===== src/rtl/mul_issue_ctrl.sv =====
`timescale 1ns/1ps
`default_nettype none
// ============================================================================
// Module  : mul_issue_ctrl
// Brief   : Issue/completion controller for a fixed-latency pipelined
//           multiplier: operand magnitudes, tag pipe, sign fix, credited FIFO.
//           Optional squash port enabled by defining MUL_SQUASH_EN.
// Revision: 1.0 - initial release
// ============================================================================
module mul_issue_ctrl #(
    parameter int XLEN      = 32,
    parameter int STAGES    = 8,
    parameter int PRF_LEN   = 6,
    parameter int ROB_LEN   = 5,
    parameter int OUT_DEPTH = 4
) (
    input  logic                 clock,
    input  logic                 reset,
`ifdef MUL_SQUASH_EN
    input  logic                 squash,
`endif
    input  logic                 issue_valid,
    output logic                 issue_ready,
    input  logic [1:0]           issue_func,
    input  logic [XLEN-1:0]      issue_opa,
    input  logic [XLEN-1:0]      issue_opb,
    input  logic [PRF_LEN-1:0]   issue_prf_idx,
    input  logic [ROB_LEN-1:0]   issue_rob_idx,
    output logic                 mul_start,
    output logic [2*XLEN-1:0]    mul_mcand,
    output logic [2*XLEN-1:0]    mul_mplier,
    input  logic                 mul_done,
    input  logic [2*XLEN-1:0]    mul_product,
    output logic                 cdb_valid,
    output logic [XLEN-1:0]      cdb_value,
    output logic [PRF_LEN-1:0]   cdb_prf_idx,
    output logic [ROB_LEN-1:0]   cdb_rob_idx,
    input  logic                 cdb_grant,
    output logic                 err_desync
);

    localparam logic [1:0] c_func_mul  = 2'd0;
    localparam logic [1:0] c_func_mulh = 2'd1;
    localparam logic [1:0] c_func_mulhu = 2'd3;
    localparam int c_ptr_w = (OUT_DEPTH > 1) ? $clog2(OUT_DEPTH) : 1;
    localparam int c_cnt_w = $clog2(OUT_DEPTH + 1);
    localparam int c_sum_w = $clog2(STAGES + OUT_DEPTH + 1);

    logic                 w_squash;
    logic                 w_fire;
    logic                 w_a_signed;
    logic                 w_b_signed;
    logic                 w_a_neg;
    logic                 w_b_neg;
    logic [XLEN-1:0]      w_a_mag;
    logic [XLEN-1:0]      w_b_mag;
    logic [c_sum_w-1:0]   w_inflight;
    logic                 w_credit_ok;
    logic                 w_exit_valid;
    logic                 w_exit_sq;
    logic                 w_push;
    logic                 w_pop;
    logic [2*XLEN-1:0]    w_full;
    logic [XLEN-1:0]      w_result;

    logic [STAGES-1:0]    r_tag_valid;
    logic [1:0]           r_tag_func [STAGES];
    logic                 r_tag_neg  [STAGES];
    logic [PRF_LEN-1:0]   r_tag_prf  [STAGES];
    logic [ROB_LEN-1:0]   r_tag_rob  [STAGES];

    logic [XLEN-1:0]      r_fifo_value [OUT_DEPTH];
    logic [PRF_LEN-1:0]   r_fifo_prf   [OUT_DEPTH];
    logic [ROB_LEN-1:0]   r_fifo_rob   [OUT_DEPTH];
    logic [c_ptr_w-1:0]   r_head;
    logic [c_ptr_w-1:0]   r_tail;
    logic [c_cnt_w-1:0]   r_count;
    logic                 r_err_desync;

`ifdef MUL_SQUASH_EN
    // Marks pipe slots whose op was squashed; their datapath done is expected.
    logic [STAGES-1:0]    r_tag_sq;

    assign w_squash  = squash;
    assign w_exit_sq = r_tag_sq[STAGES-1];

    always_ff @(posedge clock) begin
        if (reset) begin
            r_tag_sq <= '0;
        end else if (w_squash) begin
            r_tag_sq <= {r_tag_valid[STAGES-2:0] | r_tag_sq[STAGES-2:0], 1'b0};
        end else begin
            r_tag_sq <= {r_tag_sq[STAGES-2:0], 1'b0};
        end
    end
`else
    assign w_squash  = 1'b0;
    assign w_exit_sq = 1'b0;
`endif

    // Issue side: operand magnitudes and result sign
    assign w_a_signed = (issue_func != c_func_mulhu);
    assign w_b_signed = (issue_func == c_func_mul) || (issue_func == c_func_mulh);
    assign w_a_neg    = w_a_signed & issue_opa[XLEN-1];
    assign w_b_neg    = w_b_signed & issue_opb[XLEN-1];
    assign w_a_mag    = w_a_neg ? -issue_opa : issue_opa;
    assign w_b_mag    = w_b_neg ? -issue_opb : issue_opb;
    assign mul_mcand  = {{XLEN{1'b0}}, w_a_mag};
    assign mul_mplier = {{XLEN{1'b0}}, w_b_mag};

    always_comb begin
        w_inflight = '0;
        for (int i = 0; i < STAGES; i++) begin
            w_inflight = w_inflight + c_sum_w'(r_tag_valid[i]);
        end
    end

    assign w_credit_ok = (w_inflight + c_sum_w'(r_count)) < c_sum_w'(OUT_DEPTH);
    assign issue_ready = reset | (w_credit_ok & ~w_squash);
    assign w_fire      = issue_valid & issue_ready & ~reset;
    assign mul_start   = w_fire;

    // Tag pipe shifts every cycle in lockstep with the datapath
    always_ff @(posedge clock) begin
        if (reset || w_squash) begin
            r_tag_valid <= '0;
        end else begin
            r_tag_valid <= {r_tag_valid[STAGES-2:0], w_fire};
        end
    end

    always_ff @(posedge clock) begin
        r_tag_func[0] <= issue_func;
        r_tag_neg[0]  <= w_a_neg ^ w_b_neg;
        r_tag_prf[0]  <= issue_prf_idx;
        r_tag_rob[0]  <= issue_rob_idx;
        for (int i = 1; i < STAGES; i++) begin
            r_tag_func[i] <= r_tag_func[i-1];
            r_tag_neg[i]  <= r_tag_neg[i-1];
            r_tag_prf[i]  <= r_tag_prf[i-1];
            r_tag_rob[i]  <= r_tag_rob[i-1];
        end
    end

    // Completion: sign correction and high/low half select
    assign w_exit_valid = r_tag_valid[STAGES-1];
    assign w_full       = r_tag_neg[STAGES-1] ? -mul_product : mul_product;
    assign w_result     = (r_tag_func[STAGES-1] == c_func_mul) ? w_full[XLEN-1:0]
                                                               : w_full[2*XLEN-1:XLEN];
    assign w_push       = w_exit_valid & ~w_squash;
    assign w_pop        = cdb_valid & cdb_grant;

    always_ff @(posedge clock) begin
        if (reset) begin
            r_err_desync <= 1'b0;
        end else if ((w_exit_valid != mul_done) && !(w_exit_sq && mul_done)) begin
            r_err_desync <= 1'b1;
        end
    end

    assign err_desync = r_err_desync;

    function automatic logic [c_ptr_w-1:0] ptr_next(input logic [c_ptr_w-1:0] p);
        return (p == c_ptr_w'(OUT_DEPTH - 1)) ? '0 : p + c_ptr_w'(1);
    endfunction

    // Result FIFO; credits guarantee a push never meets a full queue
    always_ff @(posedge clock) begin
        if (reset || w_squash) begin
            r_head  <= '0;
            r_tail  <= '0;
            r_count <= '0;
        end else begin
            if (w_push) r_tail <= ptr_next(r_tail);
            if (w_pop)  r_head <= ptr_next(r_head);
            case ({w_push, w_pop})
                2'b10:   r_count <= r_count + c_cnt_w'(1);
                2'b01:   r_count <= r_count - c_cnt_w'(1);
                default: r_count <= r_count;
            endcase
        end
    end

    always_ff @(posedge clock) begin
        if (w_push) begin
            r_fifo_value[r_tail] <= w_result;
            r_fifo_prf[r_tail]   <= r_tag_prf[STAGES-1];
            r_fifo_rob[r_tail]   <= r_tag_rob[STAGES-1];
        end
    end

    assign cdb_valid   = (r_count != '0);
    assign cdb_value   = r_fifo_value[r_head];
    assign cdb_prf_idx = r_fifo_prf[r_head];
    assign cdb_rob_idx = r_fifo_rob[r_head];

endmodule
`default_nettype wire


===== config.mk =====
export PLATFORM = sky130hd
export DESIGN_NAME = mul_issue_ctrl
export DESIGN_NICKNAME = d
export VERILOG_FILES = /design/src/rtl/mul_issue_ctrl.sv
export SDC_FILE = /design/constraint.sdc
export NUM_CORES = 1
export LEC_CHECK = 0
export ABC_AREA = 1
export BUFFER_PORTS_ARGS = -buffer_cell sky130_fd_sc_hd__buf_2
export CAP_MARGIN = 20
export CORE_UTILIZATION = 46
export CTS_BUF_LIST = sky130_fd_sc_hd__clkbuf_8
export CTS_CLUSTER_DIAMETER = 150
export DETAILED_ROUTE_END_ITERATION = 7
export HOLD_SLACK_MARGIN = 0.06
export PLACE_DENSITY_LB_ADDON = 0.12
export RECOVER_POWER = 50
export SYNTH_ARGS = -nofsm -noshare
export SYNTH_HDL_FRONTEND = slang
export SYNTH_SLANG_ARGS = --single-unit
export TNS_END_PERCENT = 20

===== constraint.sdc =====
create_clock -name clock -period 3.4 [get_ports clock]
set_input_delay 0.51 -clock clock [delete_from_list [all_inputs] [get_ports clock]]
set_output_delay 0.51 -clock clock [all_outputs]
set_load 0.02 [all_outputs]

==> results of run 1 <==
-- stage by stage --
stage                     std cells  setup WS [ps]  total power [uW]  setup TNS (ps)  util (%)
after floorplan                1739           24.0              4730               0         -
after global placement         2293          -23.1              5040           -23.1      52.0
after detailed placement       2293          -35.1              5050           -39.5      52.0
after CTS                      2405           -635              8370           -1830      56.1
after global routing           2405           -841              8640           -2400      56.1
final                          2408           -661              8290           -1830      56.1
-- state kept, by name (all words and copies together), names as in the netlist, named ones only --
register,flops
r_count,3
r_tail,2
r_tag_valid,8
r_fifo_rob,20
r_tag_prf,48
err_desync,1
r_head,2
r_fifo_prf,24
r_tag_func,16
r_tag_rob,40
r_tag_neg,8
r_fifo_value,128
-- final cells by class --
cell class,instances,share of cell area (%)
antenna,3,0.0434
clock buffer,58,4.61
clock inverter,32,1.55
inverter,145,3.14
multi-input combinational,1176,33.5
sequential,302,44.9
tap,396,2.86
timing repair buffer,296,9.38
-- path summary, 6_finish.rpt --
kind,end,cells past startpoint
worst max-delay path,mul_start,13
worst min-delay path,r_tag_neg[0][0],2
worst min register to register,r_tag_func[1][0],0
worst max register to register,r_tag_valid[0],22
-- cell usage after synthesis (2+ instances only) --
master    number
ha_1          15
o21ai_2        3
nor4_1         3
dfxtp_1      130
inv_2          7
buf_4         67
buf_2         13
fa_1           4
xnor2_1       11
nor2_4         8
nand3_1      135
o22ai_1       45
nor2_1       272
xor2_1        40
nor3_2         2
nor2_2        11
o21ai_4        2
edfxtp_1     172
nand3_2        5
or2_2          2
nor3_1         8
o21ai_1       12
nand2_4        2
o21ai_0      141
o211ai_1       4
nand4_1       16
or2_1          3
a21oi_1       33
nand3b_1       8
nand2_2       10
nand2_1      306
inv_1        138
a31oi_1        3
o21bai_1       3
clkbuf_1      35
-- worst max-delay path, cell delays in order (launching register included) --
cell,delay (ps)
dfxtp_2,330
fa_1,520
inv_1,50
fa_1,440
fa_1,500
inv_2,40
ha_4,200
a21oi_2,130
nor2_1,60
nor2_1,110
xor2_1,160
nand2_1,120
nor2_1,150
buf_4,170
-- power groups by stage --
stage                     Sequential, uW  Clock, uW  Combinational [uW]
after floorplan                     4070          0                 660
after global placement              4070          0                 962
after detailed placement            4080          0                 971
after CTS                           4000       3380                 988
after global routing                4000       3540                1090
final                               4000       3290                 996
-- logic make-up (layout without fill, tap and decap cells) --
group	Yosys count	in the layout	share of synthesized area (%)
and+or+nand+nor	794	794	23.7
xor gates and xnor gates	51	51	3.07
other	1	67	0.0258
buffers and inverters	261	531	8.57
AOI/OAI and AO/OA	248	248	9.38
adders and majority gates	19	19	1.84
DFF	302	302	53.4
-- timing repair --
item                       4_1_cts  5_1_grt
setup buffers                    9        0
hold buffers                    13        0
hold endpoints to repair        13        0
gates resized for setup          5        4
setup endpoints to repair        2        3
pin swaps                        3        5
-- per-layer routing --
layer / GRT usage, % / vias to the layer above
met1: 29.6 / 5578
met3: 4.25 / 82
met2: 42.6 / 396
li1: - / 6060
met5: 0 / -
met4: 9.76 / 0
==> flow_summary.toml, run 1 <==
[run_status]
status = "complete, but fails checks"
violations = "design-rule violations, negative setup slack"

[floorplan]
core_um2 = 30800
io_pins = 321
die_area_um2 = 32400
rows = 64
die_y_um = 180
start_util_pct = 47.2
die_w_um = 180

[yosys]
synth_area_per_cell_um2 = 8.68
synth_top_cell_by_area = "edfxtp_1"
netlist_area_um2 = 14600
synth_edf_count = 172
synthDominantCellAreaShare_pct = 35.5
ys_types = 42
ys_seq_area_share_pct = 53.4
ys_top_cells_by_area = "edfxtp_1, dfxtp_1, nand2_1"
synthCells = 1676
yosysWarnings = 0
ys.flop_type = "edfxtp_1"
ys_ff_latch = 302
async_flop_share_pct = 0

[sta]
setup_violations = 3
fin_crit_sh_pct = 119
slew_violations = 0
max_freq_mhz = 246
hold_slack_ps = 141
fin_crit_ps = 4060
fin_ws_ps = -661
skew_ps = 31.0
relSlewSlack_pct = 11.3
hold_violations = 0
rsz0062_at_grt = "true"
worstMarginPinSlew_ps = 1330

[worst_setup_path]
r2r_slack_ps = -620
cp.arrival_ps = 3550
path_class = "register to output pin"
cp-end-kind = "output pin"
worst-path-max-fanout = 3
critPathLaunchType = "register"
critPathRequiredTime_ps = 2890
crit_start = "r_tag_valid[3]"
r2r-start = "r_tag_valid[3]"

[layout]
syn2layout_area_growth_pct = 18.9
n_fill_cell = 2873
fin_area_um2 = 17300
layout_common_cells = "nand2_1, nor2_1, buf_2, edfxtp_1, inv_1"
regArea_um2 = 7770
drive_gt1_share_pct = 20.6
final_nets = 2134
multiInputGateArea_um2 = 5800
final_common_cell = "nand2_1"

[drt]
dr_wl_met3_um = 2350
drcViolationCount = 14
routed_wl_um = 39500
antenna_left = 0
top_layer_used = "met4"
viasPerCell = 5.03
wire_per_inst_um = 16.4
drt_iter0_markers = 817
wl_met2_um = 19500
firstDrtPassIters = 7
wl_met1_um = 16300
vias = 12100

[placement]
dpl.hpwl_um = 29200
portBuffers = 256
place_area_um2 = 16000
place_congestion = 0.938

[power_and_ir_drop]
switching_share_pct = 25.8
pwr-share-clk_pct = 39.7
intPower_uw = 6150
p_comb_share_pct = 12.0
p_leak_uw = 0.00742
vdd_drop_max_v = 0.000316
netSwitchingPower_uw = 2140
power.density_nw_per_um2 = 479
p_seq_share_pct = 48.2

[cts]
cts_buffers = 48
clockBufferDepth = 3
clkSinkCount = 302
h-tree-depth = 2
clockRootBuffer = "clkbuf_8"
tritoncts = "built"
cts.clk_slew.worst_paths_ps = 60
clock_latency_ps = 590

[job]
max-cap-violations = 0

[global_route]
overflow = 0
grt_max_degree = 75
globalRouteTotalUtil_pct = 24.3
antenna_found_initial = 0
grt_pass1_wl_um = 61400
grt_pass1_vias = 11600

[worst_hold_path]
hp-start = "issue_opa[31]"
min_path_type = "input port to register"
Power figures use the tool's default switching activity.
==> run 2: changes to the inputs <==
- ABC_AREA: 1 -> 0
- PLACE_DENSITY: default -> 0.77
- PLACE_DENSITY_LB_ADDON: 0.12 -> default
==> flow_summary.toml, run 2 <==
[sta]
max_freq_mhz = 249
skew_ps = 27.9
worstMarginPinSlew_ps = 2510
hold_slack_ps = 194
setup_violations = 2
fin_crit_ps = 4010
slew_violations = 65
fin_crit_sh_pct = 118
tns_ps = -1220
relSlewSlack_pct = -67.4
rsz0062_at_grt = "true"
hold_violations = 0
fin_ws_ps = -613

[yosys]
ys_top_cells_by_area = "edfxtp_1, dfxtp_1, mux4_2"
synth_top_cell_by_area = "edfxtp_1"
synth_edf_count = 172
ys_seq_area_share_pct = 59.3
yosys-top-cells-count = "edfxtp_1, dfxtp_1, buf_4"
ys_ff_latch = 302
async_flop_share_pct = 0
yosysWarnings = 0
netlist_area_um2 = 13100
synthCells = 1030
synthDominantCellAreaShare_pct = 39.4
synth_area_per_cell_um2 = 12.7
ys.flop_type = "edfxtp_1"
ys_types = 54
yosysMostFrequentCell = "edfxtp_1"

[worst_setup_path]
critPathRequiredTime_ps = 2890
cp.arrival_ps = 3500
critPathLaunchType = "register"
worst-path-max-fanout = 3
path_class = "register to output pin"
cp-end-kind = "output pin"

[layout]
final_cells = 1761
n_fill_cell = 2389
regArea_um2 = 7770
final_common_cell = "buf_2"
final_nets = 1509
reg_top3 = "r_fifo_value x128, r_tag_prf x48, r_tag_rob x40"
multiInputGateArea_um2 = 4850
syn2layout_area_growth_pct = 20.6
fin_area_um2 = 15800
layout_common_cells = "buf_2, edfxtp_1, dfxtp_1, nor2_1, conb_1"
largest_register_ffs = 128
regMostFlops = "r_fifo_value"
drive_gt1_share_pct = 30.3

[floorplan]
start_util_pct = 46.9
die_w_um = 171
core_um2 = 27900
die_y_um = 171
die_area_um2 = 29200
io_pins = 321
rows = 61

[placement]
place_congestion = 0.935
place_area_um2 = 14800
dpl.hpwl_um = 21500
dp.cells = 1662
portBuffers = 256

[global_route]
grt_use_met1_pct = 23.4
grt_util_met2_pct = 36.7
overflow = 0
antenna_found_initial = 4
use_met3_pct = 4.86
grt_max_degree = 39
grt_pass1_vias = 8780
grt_pass1_wl_um = 45300
globalRouteTotalUtil_pct = 20.3
top_usage_layer = "met2"

[run_status]
status = "complete, but fails checks"
violations = "max-capacitance violations, max-slew violations, negative setup slack"

[power_and_ir_drop]
pwr-share-clk_pct = 37.1
p_leak_uw = 0.00615
power.density_nw_per_um2 = 492
p_comb_share_pct = 11.2
netSwitchingPower_uw = 1930
power.total_uw = 7760
vdd_drop_max_v = 0.000272
switching_share_pct = 24.9
intPower_uw = 5830
p_seq_share_pct = 51.7

[drt]
wire_per_inst_um = 16.9
drcViolationCount = 0
viasPerCell = 5.16
routed_wl_um = 29800
firstDrtPassIters = 5
antenna_left = 0
drt_iter0_markers = 570
vias = 9083

[cts]
clkSinkCount = 302
clock_latency_ps = 560
postCtsSetupBuffers = 0
clockRootBuffer = "clkbuf_8"
tritoncts = "built"
cts_buffers = 46
clockBufferDepth = 3
cts.clk_slew.worst_paths_ps = 60
h-tree-depth = 2

[job]
max-cap-violations = 2

[worst_hold_path]
min_path_type = "input port to register"
[run 2: area by class of cell]
| type | instances | area share (%) |
|---|---|---|
| flip-flops and latches | 302 | 49.2 |
| multi-input cells | 660 | 30.7 |
| repair buffers | 305 | 10.6 |
| clock buffers | 51 | 4.44 |
| well taps | 378 | 2.99 |
| clock inverters | 34 | 1.31 |
| inverters | 29 | 0.689 |
| diodes | 2 | 0.0317 |
[run 2: metal layers]
| layer | vias up | wire length [um] |
|---|---|---|
| met5 | - | 28 |
| met4 | 4 | 694 |
| met3 | 58 | 2270 |
| met2 | 383 | 15100 |
| met1 | 4335 | 11700 |
| li1 | 4303 | - |
[run 2: cell families after synthesis]
logic type | after synthesis | synth area share, %
muxes | 54 | 8.24
adders and majority gates | 19 | 2.04
other | 1 | 0.0286
buffers and inverters | 131 | 5.65
xor gates and xnor gates | 110 | 7.36
DFF | 302 | 59.3
and+or+nand+nor | 262 | 10.2
AOI/OAI and AO/OA | 151 | 7.19
[run 2: power by group through the flow]
stage / Combinational [uW] / Sequential [uW] / Clock (uW)
after detailed placement: 850 / 4090 / 0
final: 867 / 4020 / 2880
after CTS: 865 / 4020 / 2970
after floorplan: 581 / 4080 / 0
after global routing: 937 / 4020 / 3130
after global placement: 836 / 4090 / 0
[run 2: what timing repair did]
action                                  CTS  global route
endpoints found under the hold margin    12             0
pin swaps                                 1             1
resized for setup                         6             1
hold buffers                             12             0
endpoints found under the setup margin    2             3
[run 2: worst paths after layout]
check	startpoint	to	slack [ps]	cells past startpoint
max	r_tag_valid[0]	issue_ready	-610	12
min	issue_func[1]	r_tag_func[0][1]	190	1
max reg2reg	r_tail[0]	r_fifo_prf[1][1]	290	3
min reg2reg	r_tag_prf[0][0]	r_tag_prf[0][6]	310	0
[run 2: per-stage QoR]
step | utilization (%) | worst slack (ps)
6_report | 56.5 | -613
5_1_grt | 56.5 | -764
4_1_cts | 56.6 | -650
3_5_place_dp | 52.8 | -172
3_3_place_gp | 52.8 | -119
2_1_floorplan | - | 34.9
[run 2: critical path, stage by stage (launching register included)]
cell      delay, ps
dfxtp_2         330
fa_1            540
inv_1            50
fa_1            450
fa_1            490
inv_1            40
ha_1            260
a21o_1          160
a21oi_2         150
nor2_1           80
a21oi_2         170
nand2b_1        100
buf_6           140
==> run 3: changes to the inputs <==
- CORE_MARGIN: default -> 4
==> flow_summary.toml, run 3 (synthesis gave the netlist of run 2 again) <==
[run_status]
status = "complete, but fails checks"
violations = "negative setup slack"

[placement]
portBuffers = 256
pre_cts_ws_ps = -155
place_area_um2 = 14800
place_congestion = 0.928
dp.cells = 1669
dpl.hpwl_um = 23200

[sta]
fin_crit_sh_pct = 119
hold_violations = 0
rsz0062_at_grt = "true"
fin_crit_ps = 4050
skew_ps = 14.6
setup_violations = 2
fin_ws_ps = -648
tns_ps = -1270
worstMarginPinSlew_ps = 1440
relSlewSlack_pct = 3.78
max_freq_mhz = 247
slew_violations = 0

[drt]
viasPerCell = 5.16
vias = 9129
drcViolationCount = 0
antenna_left = 0
routed_wl_um = 31400
drt_iter0_markers = 634
wire_per_inst_um = 17.8
firstDrtPassIters = 5

[floorplan]
die_area_um2 = 31200
io_pins = 321
core_um2 = 27900
rows = 61
start_util_pct = 46.9
die_y_um = 177
die_w_um = 177

[layout]
syn2layout_area_growth_pct = 21.4
regMostFlops = "r_fifo_value"
layout_common_cells = "buf_2, edfxtp_1, dfxtp_1, nor2_1, conb_1"
drive_gt1_share_pct = 31.0
reg_top3 = "r_fifo_value x128, r_tag_prf x48, r_tag_rob x40"
fin_area_um2 = 15900
largest_register_ffs = 128
final_common_cell = "buf_2"
final_cells = 1770
final_nets = 1516
final_util_pct = 56.9

[worst_setup_path]
r2r_slack_ps = 470
critPathRequiredTime_ps = 2890
critPathLaunchType = "register"
cp.arrival_ps = 3540
cp-end-kind = "output pin"
worst-path-max-fanout = 3
path_class = "register to output pin"

[power_and_ir_drop]
intPower_uw = 5930
p_comb_share_pct = 11.3
p_leak_uw = 0.00621
pwr-share-clk_pct = 37.6
switching_share_pct = 24.5
p_seq_share_pct = 51.1
power.density_nw_per_um2 = 494
vdd_drop_max_v = 0.000250
netSwitchingPower_uw = 1920

[cts]
cts.clk_slew.worst_paths_ps = 60
clock_latency_ps = 560
clockRootBuffer = "clkbuf_8"
clockBufferDepth = 3
postCtsSetupBuffers = 0
clkSinkCount = 302
h-tree-depth = 2
cts_buffers = 46
tritoncts = "built"

[global_route]
antenna_found_initial = 3
grt_pass1_wl_um = 47600
overflow = 0
grt_max_degree = 44
grt_pass1_vias = 9007
globalRouteTotalUtil_pct = 19.4

[worst_hold_path]
min_path_type = "input port to register"

[job]
max-cap-violations = 0
-- run 3: changes by cell type in the layout (fill, tap and decap cells not counted), moves of 2 or more --
cell / before / now
and2_2: 0 / 4
clkbuf_2: 1 / 3
buf_4: 36 / 39
and2_0: 5 / 1
buf_2: 248 / 250
clkbuf_8: 51 / 58
clkinv_2: 8 / 3
-- run 3: worst max-delay path, stage by stage, from the launching register on --
cell and delay (ps):
dfxtp_2 330, fa_1 530, inv_1 50, fa_1 450
fa_1 500, inv_1 40, ha_1 260, a21o_1 160
a21oi_2 140, a21oi_1 80, buf_4 140, nor3b_2 150
buf_4 160
-- run 3: repair_timing --
| item | in CTS | in global routing |
|---|---|---|
| pin swaps | 1 | 0 |
| endpoints found under the hold margin | 12 | 0 |
| gates resized for setup | 5 | 0 |
| endpoints found under the setup margin | 2 | 2 |
| hold buffers | 12 | 0 |
-- run 3: worst paths after layout --
path | startpoint | cells after the start | to
setup / recovery | r_tag_valid[0] | 12 | mul_start
hold / removal | issue_opa[31] | 2 | r_tag_neg[0][0]
setup reg to reg | r_tag_valid[0] | 12 | r_tag_valid[0]
hold reg to reg | r_tag_func[0][1] | 0 | r_tag_func[0][3]
-- run 3: routing by layer --
| layer | wire, um | GRT usage (%) | part of all wire [%] | vias up |
|---|---|---|---|---|
| met5 | 47 | 0 | 0.15 | - |
| met4 | 830 | 6.54 | 2.6 | 6 |
| met3 | 2580 | 4.76 | 8.2 | 63 |
| met2 | 16200 | 35.0 | 51 | 388 |
| met1 | 11800 | 22.5 | 38 | 4354 |
| li1 | - | - | - | 4318 |
-- run 3: final cells by class --
type                       count  area, um^2
fill                        2403       12000
sequential                   302        7770
multi-input combinational    660        4840
timing repair buffer         312        1730
clock buffer                  58         798
tap                          378         473
clock inverter                28         161
inverter                      29         109
antenna                        3        7.51
-- run 3: power by group through the flow --
| stage | Combinational, uW | Sequential, uW | Clock [uW] |
|---|---|---|---|
| after detailed placement | 871 | 4090 | 0 |
| after floorplan | 581 | 4080 | 0 |
| after global routing | 964 | 4020 | 3220 |
| after CTS | 888 | 4010 | 3060 |
| final | 890 | 4010 | 2950 |
| after global placement | 861 | 4090 | 0 |
-- run 3: per-stage QoR --
stage          hold WS (ps)  total power, uW
6_report                201             7850
5_1_grt                 179             8210
4_1_cts                 125             7960
3_5_place_dp            312             4960
3_3_place_gp            310             4950
2_1_floorplan           310             4660
